===== config.mk =====
export PLATFORM = sky130hd
export DESIGN_NAME = pattern_sequence_generator_flat
export DESIGN_NICKNAME = d
export VERILOG_FILES = /design/src/rtl/pattern_sequence_generator_if.sv /design/src/rtl/pattern_sequence_generator.sv /design/src/flat_wrapper.sv
export SDC_FILE = /design/constraint.sdc
export NUM_CORES = 1
export LEC_CHECK = 0
export ABC_AREA = 1
export CORE_UTILIZATION = 55
export DETAILED_ROUTE_END_ITERATION = 8
export PLACE_DENSITY = 0.79
export SYNTH_ARGS = -nofsm -noshare
export SYNTH_HDL_FRONTEND = slang
export SYNTH_SLANG_ARGS = --single-unit

===== constraint.sdc =====
create_clock -name Clock -period 1.7 [get_ports Clock]
set_input_delay 0.34 -clock Clock [delete_from_list [all_inputs] [get_ports Clock]]
set_output_delay 0.34 -clock Clock [all_outputs]
set_load 0.1 [all_outputs]

===== src/rtl/pattern_sequence_generator_if.sv =====
// Start/Busy/Done handshake and serial output bundle for the pattern generator.
interface pattern_sequence_generator_if #(
    parameter int PAT_W = 4,
    parameter int CNT_W = 8,
    parameter int GAP_W = 4
);
    logic             Start;
    logic             Abort;
    logic [PAT_W-1:0] Pattern;
    logic [CNT_W-1:0] Repeat;
    logic [GAP_W-1:0] Gap;
    logic             Dout;
    logic             Dvalid;
    logic             Frame;
    logic             Busy;
    logic             Done;

    modport master (
        output Start, Abort, Pattern, Repeat, Gap,
        input  Dout, Dvalid, Frame, Busy, Done
    );

    modport slave (
        input  Start, Abort, Pattern, Repeat, Gap,
        output Dout, Dvalid, Frame, Busy, Done
    );
endinterface


===== src/rtl/pattern_sequence_generator.sv =====
// Bit-serial pattern transmitter: sends a latched pattern MSB-first a number of
// times with an optional idle gap between repetitions.
//
//   state  | meaning
//   IDLE   | waiting for Start
//   SEND   | shifting pattern bits out, one per cycle
//   GAP    | idle cycles between repetitions
//   DONE   | one-cycle completion pulse
module pattern_sequence_generator #(
    parameter int PAT_W = 4,
    parameter int CNT_W = 8,
    parameter int GAP_W = 4
) (
    input  logic Clock,
    input  logic Reset,
    pattern_sequence_generator_if.slave bus
);
    localparam int BIT_W = $clog2(PAT_W);

    typedef enum logic [1:0] {S_IDLE, S_SEND, S_GAP, S_DONE} state_t;

    state_t           state_q, state_d;
    logic [PAT_W-1:0] shift_q, shift_d;
    logic [PAT_W-1:0] pat_q, pat_d;
    logic [BIT_W-1:0] bit_q, bit_d;
    logic [CNT_W-1:0] rep_q, rep_d;
    logic [GAP_W-1:0] gap_q, gap_d;
    logic [GAP_W-1:0] gcnt_q, gcnt_d;
    logic             dout_q, dout_d;
    logic             dvalid_q, dvalid_d;
    logic             frame_q, frame_d;
    logic             busy_q, busy_d;
    logic             done_q, done_d;

    always_comb begin
        state_d = state_q;
        shift_d = shift_q;
        pat_d   = pat_q;
        bit_d   = bit_q;
        rep_d   = rep_q;
        gap_d   = gap_q;
        gcnt_d  = gcnt_q;

        if (bus.Abort) begin
            state_d = S_IDLE;
        end else begin
            case (state_q)
                S_IDLE: begin
                    if (bus.Start) begin
                        if (bus.Repeat == '0) begin
                            state_d = S_DONE;
                        end else begin
                            state_d = S_SEND;
                            pat_d   = bus.Pattern;
                            shift_d = bus.Pattern;
                            rep_d   = bus.Repeat;
                            gap_d   = bus.Gap;
                            bit_d   = '0;
                        end
                    end
                end
                S_SEND: begin
                    if (bit_q == BIT_W'(PAT_W - 1)) begin
                        rep_d = rep_q - CNT_W'(1);
                        if (rep_q == CNT_W'(1)) begin
                            state_d = S_DONE;
                        end else if (gap_q == '0) begin
                            shift_d = pat_q;
                            bit_d   = '0;
                        end else begin
                            state_d = S_GAP;
                            gcnt_d  = gap_q;
                        end
                    end else begin
                        shift_d = shift_q << 1;
                        bit_d   = bit_q + BIT_W'(1);
                    end
                end
                S_GAP: begin
                    if (gcnt_q == GAP_W'(1)) begin
                        state_d = S_SEND;
                        shift_d = pat_q;
                        bit_d   = '0;
                    end
                    gcnt_d = gcnt_q - GAP_W'(1);
                end
                S_DONE: state_d = S_IDLE;
                default: state_d = S_IDLE;
            endcase
        end

        // Outputs are registered copies of what the next state will present.
        dvalid_d = (state_d == S_SEND);
        dout_d   = dvalid_d & shift_d[PAT_W-1];
        frame_d  = dvalid_d & (bit_d == '0);
        busy_d   = (state_d != S_IDLE);
        done_d   = (state_d == S_DONE);
    end

    always_ff @(posedge Clock or posedge Reset) begin
        if (Reset) begin
            state_q  <= S_IDLE;
            shift_q  <= '0;
            pat_q    <= '0;
            bit_q    <= '0;
            rep_q    <= '0;
            gap_q    <= '0;
            gcnt_q   <= '0;
            dout_q   <= 1'b0;
            dvalid_q <= 1'b0;
            frame_q  <= 1'b0;
            busy_q   <= 1'b0;
            done_q   <= 1'b0;
        end else begin
            state_q  <= state_d;
            shift_q  <= shift_d;
            pat_q    <= pat_d;
            bit_q    <= bit_d;
            rep_q    <= rep_d;
            gap_q    <= gap_d;
            gcnt_q   <= gcnt_d;
            dout_q   <= dout_d;
            dvalid_q <= dvalid_d;
            frame_q  <= frame_d;
            busy_q   <= busy_d;
            done_q   <= done_d;
        end
    end

    assign bus.Dout   = dout_q;
    assign bus.Dvalid = dvalid_q;
    assign bus.Frame  = frame_q;
    assign bus.Busy   = busy_q;
    assign bus.Done   = done_q;
endmodule


===== src/flat_wrapper.sv =====
// flat-port wrapper written by rule: the top's interface ports become plain ports
module pattern_sequence_generator_flat 
#(
    parameter int PAT_W = 4,
    parameter int CNT_W = 8,
    parameter int GAP_W = 4
)
  (Clock, Reset, bus_Start, bus_Abort, bus_Pattern, bus_Repeat, bus_Gap, bus_Dout, bus_Dvalid, bus_Frame, bus_Busy, bus_Done);
  pattern_sequence_generator_if #(.PAT_W(PAT_W), .CNT_W(CNT_W), .GAP_W(GAP_W)) bus_i ();
  input  logic Clock;
  input  logic Reset;
  input wire logic [$bits(bus_i.Start)-1:0] bus_Start;
  input wire logic [$bits(bus_i.Abort)-1:0] bus_Abort;
  input wire logic [$bits(bus_i.Pattern)-1:0] bus_Pattern;
  input wire logic [$bits(bus_i.Repeat)-1:0] bus_Repeat;
  input wire logic [$bits(bus_i.Gap)-1:0] bus_Gap;
  output wire logic [$bits(bus_i.Dout)-1:0] bus_Dout;
  output wire logic [$bits(bus_i.Dvalid)-1:0] bus_Dvalid;
  output wire logic [$bits(bus_i.Frame)-1:0] bus_Frame;
  output wire logic [$bits(bus_i.Busy)-1:0] bus_Busy;
  output wire logic [$bits(bus_i.Done)-1:0] bus_Done;
  assign bus_i.Start = bus_Start;
  assign bus_i.Abort = bus_Abort;
  assign bus_i.Pattern = bus_Pattern;
  assign bus_i.Repeat = bus_Repeat;
  assign bus_i.Gap = bus_Gap;
  assign bus_Dout = bus_i.Dout;
  assign bus_Dvalid = bus_i.Dvalid;
  assign bus_Frame = bus_i.Frame;
  assign bus_Busy = bus_i.Busy;
  assign bus_Done = bus_i.Done;
  pattern_sequence_generator #(.PAT_W(PAT_W), .CNT_W(CNT_W), .GAP_W(GAP_W)) u_core (.Clock(Clock), .Reset(Reset), .bus(bus_i));
endmodule

==> metrics.txt <==
# TYPE chip_impl_metric gauge
chip_impl_metric{name="clock-sinks",unit=""} 33
chip_impl_metric{name="yosys_register_bits",unit=""} 33
chip_impl_metric{name="critPathRequiredTime",unit="ns"} 1.94
chip_impl_metric{name="routed_wirelength",unit="um"} 4050
chip_impl_metric{name="syn_area_per_cell",unit="sq um"} 7.54
chip_impl_metric{name="std_cell_rows",unit=""} 21
chip_impl_metric{name="antennaDiodeCount",unit=""} 0
chip_impl_metric{name="synth_nets",unit=""} 284
chip_impl_metric{name="finalHoldWorstSlack",unit="ns"} 0.377
chip_impl_metric{name="cts_hold_repair.buffers",unit=""} 0
chip_impl_metric{name="total_congestion_overflow_after_global_routing",unit=""} 0
chip_impl_metric{name="period_share",unit="%"} 93.8
chip_impl_info{name="tritoncts_clock_tree",value="done"} 1
chip_impl_metric{name="grt_max_degree",unit=""} 34
chip_impl_metric{name="route.detailed.vias_per_inst",unit=""} 5.13
chip_impl_metric{name="timing.max_cap.violations",unit=""} 0
chip_impl_metric{name="p_leak",unit="nW"} 1.25
chip_impl_metric{name="ir_worst_vdd",unit="mV"} 0.639
chip_impl_metric{name="maxClockFrequency",unit="MHz"} 627
chip_impl_metric{name="htree_levels",unit=""} 2
chip_impl_metric{name="remaining_drcs",unit=""} 0
chip_impl_info{name="top_layer",value="met4"} 1
chip_impl_metric{name="number_of_buffers_created_by_cts",unit=""} 5
chip_impl_metric{name="initial_antenna_violation_count",unit=""} 0
chip_impl_info{name="crit_path_category",value="input pin to register"} 1
chip_impl_metric{name="fin_tns_setup",unit="ns"} 0
chip_impl_metric{name="placement.cell_area",unit="sq um"} 2390
chip_impl_metric{name="critical_path.max_fanout",unit=""} 11
chip_impl_metric{name="yosysWarningCount",unit=""} 0
chip_impl_metric{name="timing.max_slew.rel_slack",unit="%"} 72.9
chip_impl_metric{name="clk_transition_reported_paths",unit="ns"} 0.10
chip_impl_metric{name="relative_area_change_from_synthesis_to_final_layout",unit="%"} 26.8
chip_impl_metric{name="synth_cell_types",unit=""} 32
chip_impl_metric{name="ios",unit=""} 25
chip_impl_metric{name="grt_use_total",unit="%"} 24.2
chip_impl_metric{name="syn-instance-count",unit=""} 259
chip_impl_metric{name="power-per-cell-area",unit="nW/um^2"} 1010
chip_impl_metric{name="worst_skew_pair.late_latency",unit="ns"} 0.34
chip_impl_metric{name="maxSlewViolCount",unit=""} 0
chip_impl_metric{name="place.gp.congestion",unit=""} 0.922
chip_impl_metric{name="period_needed",unit="ns"} 1.59
chip_impl_metric{name="final_net_count",unit=""} 326
chip_impl_metric{name="cell_area_after_synthesis",unit="sq um"} 1950
chip_impl_metric{name="wl_met1",unit="um"} 1830
chip_impl_metric{name="final_core_util",unit="%"} 73.6
chip_impl_info{name="path_type_of_the_worst_min_delay_path",value="input pin to async pin"} 1
chip_impl_metric{name="grt_pass1_wl",unit="um"} 6630
chip_impl_metric{name="drt_pre_antenna_iters",unit=""} 4
chip_impl_info{name="critPathLaunchType",value="input pin"} 1
chip_impl_metric{name="met3RoutedLength",unit="um"} 175
chip_impl_metric{name="ant_nets",unit=""} 0
chip_impl_info{name="ctsRootBufferMaster",value="clkbuf_4"} 1
chip_impl_metric{name="num_vias",unit=""} 1781
chip_impl_metric{name="die_w",unit="um"} 61.6
chip_impl_metric{name="grt_pass1_vias",unit=""} 1647
chip_impl_info{name="most-common-layout-cells",value="78 x nand2_1, 33 x dfrtp_1, 29 x inv_1"} 1
chip_impl_metric{name="hold_viol",unit=""} 0
chip_impl_metric{name="drt_iter0_markers",unit=""} 137
chip_impl_metric{name="portBuffers",unit=""} 24
chip_impl_metric{name="initial_core_util",unit="%"} 58.1
chip_impl_metric{name="fin_clk_skew",unit="ns"} 0.00961
chip_impl_info{name="status",value="finished clean"} 1
chip_impl_info{name="crit_path_end_kind",value="register"} 1
chip_impl_metric{name="cp_data_arrival_time",unit="ns"} 1.83
chip_impl_metric{name="routed_wire_per_std_cell",unit="um"} 11.7
chip_impl_metric{name="core-area",unit="sq um"} 3360
chip_impl_metric{name="die_height",unit="um"} 61.6
chip_impl_metric{name="layout.cell_area.non_filler",unit="sq um"} 2480
chip_impl_metric{name="drive_above_1_share",unit="%"} 21.9
chip_impl_metric{name="hpwl",unit="um"} 3140
chip_impl_metric{name="ys_seq_area_share",unit="%"} 42.3
chip_impl_metric{name="timing_worst_slew_pin_value",unit="ns"} 0.407
chip_impl_metric{name="finalNonFillerCells",unit=""} 347
chip_impl_metric{name="floorplan.die_area",unit="sq um"} 3790
chip_impl_info{name="final_common_cell",value="nand2_1"} 1
chip_impl_metric{name="dpl.cell_count",unit=""} 340
chip_impl_metric{name="met2_routed_length",unit="um"} 1990
chip_impl_metric{name="setup_viol_count_final",unit=""} 0
chip_impl_metric{name="maximum_buffer_depth_of_the_clock_tree",unit=""} 2
-- critical path, cell delays in order --
cell and delay (ns):
clkdlybuf4s50_1 0.50, nor2_1 0.05, nand2_1 0.13, nor2_4 0.04
nand2_1 0.19, o211ai_4 0.13, inv_2 0.22, nand2_1 0.07
and2_1 0.15
-- synthesized netlist by cell type (all sizes together) --
master	count	area [sq um]
a211oi	1	7.51
a21boi	1	7.51
a21oi	5	32.5
and2	1	6.26
buf	2	16.3
clkbuf	1	3.75
dfrtp	33	826
ha	5	62.6
inv	36	135
nand2	87	344
nand3	15	85.1
nor2	34	179
nor3	3	20.0
o211ai	4	43.8
o21a	1	7.51
o21ai	27	154
o21bai	1	7.51
o22ai	1	6.26
xnor2	1	8.76
-- stage by stage --
step                      worst slack [ns]  total power [mW]
after floorplan                      0.244              1.73
after global placement              -0.124              2.01
after detailed placement            -0.157              2.04
after CTS                           0.0891              2.50
after global routing               -0.0136              2.69
final                                0.106              2.51
-- cells by family after synthesis --
group                      Yosys count  synth area share [%]
and+or+nand+nor                    140                  32.5
adders and majority gates            5                  3.20
buffers and inverters               39                  7.94
xor gates and xnor gates             1                 0.449
AOI/OAI and AO/OA                   41                  13.6
DFF                                 33                  42.3
-- routing by layer --
metal	global-route usage (%)	vias to the layer above
met2	38.9	40
li1	-	908
met4	11.7	0
met5	0	-
met1	30.9	829
met3	5.25	4
-- path summary, 6_finish.rpt --
| kind | endpoint | cells after the start | slack (ns) | start |
|---|---|---|---|---|
| min in group Clock | u_core.shift_q[2] | 2 | 0.49 | u_core.shift_q[2] |
| worst max-delay path | u_core.rep_q[3] | 9 | 0.11 | bus_Repeat[0] |
| max in group asynchronous | u_core.shift_q[2] | 3 | 1.03 | Reset |
| worst min register to register | u_core.shift_q[2] | 2 | 0.49 | u_core.shift_q[2] |
| worst max register to register | u_core.rep_q[3] | 7 | 0.13 | u_core.state_q[0] |
| worst min-delay path | u_core.state_q[1] | 3 | 0.38 | Reset |
-- final cells by class --
class | count | area (sq um)
Timing Repair Buffer | 38 | 395
Clock inverter | 1 | 7.51
Fill cell | 275 | 887
Multi-Input combinational cell | 187 | 1000
Sequential cell | 33 | 826
Tap cell | 46 | 57.6
Inverter | 36 | 135
Clock buffer | 6 | 51.3
-- report_power, final --
group          leakage (nW)  internal, mW  total [mW]  switching [mW]
Combinational         0.808         0.373       0.922           0.549
Clock                0.0303         0.193       0.464           0.271
Sequential            0.410         0.973        1.12           0.151
-- sequential cells by signal, summed over array words and instances, names as in the netlist --
name and cells:
u_core.bus.Dvalid 1, u_core.bit_q 2, u_core.shift_q 4, u_core.pat_q 4, u_core.bus.Busy 1, u_core.bus.Done 1, u_core.rep_q 8, u_core.gap_q 4
u_core.bus.Dout 1, u_core.state_q 2, u_core.gcnt_q 4, u_core.bus.Frame 1
-- repair_timing --
item                       CTS  global route
buffers inserted             0             0
setup endpoints to repair    0            10
gates resized for setup      0            11
Power figures use the tool's default switching activity.
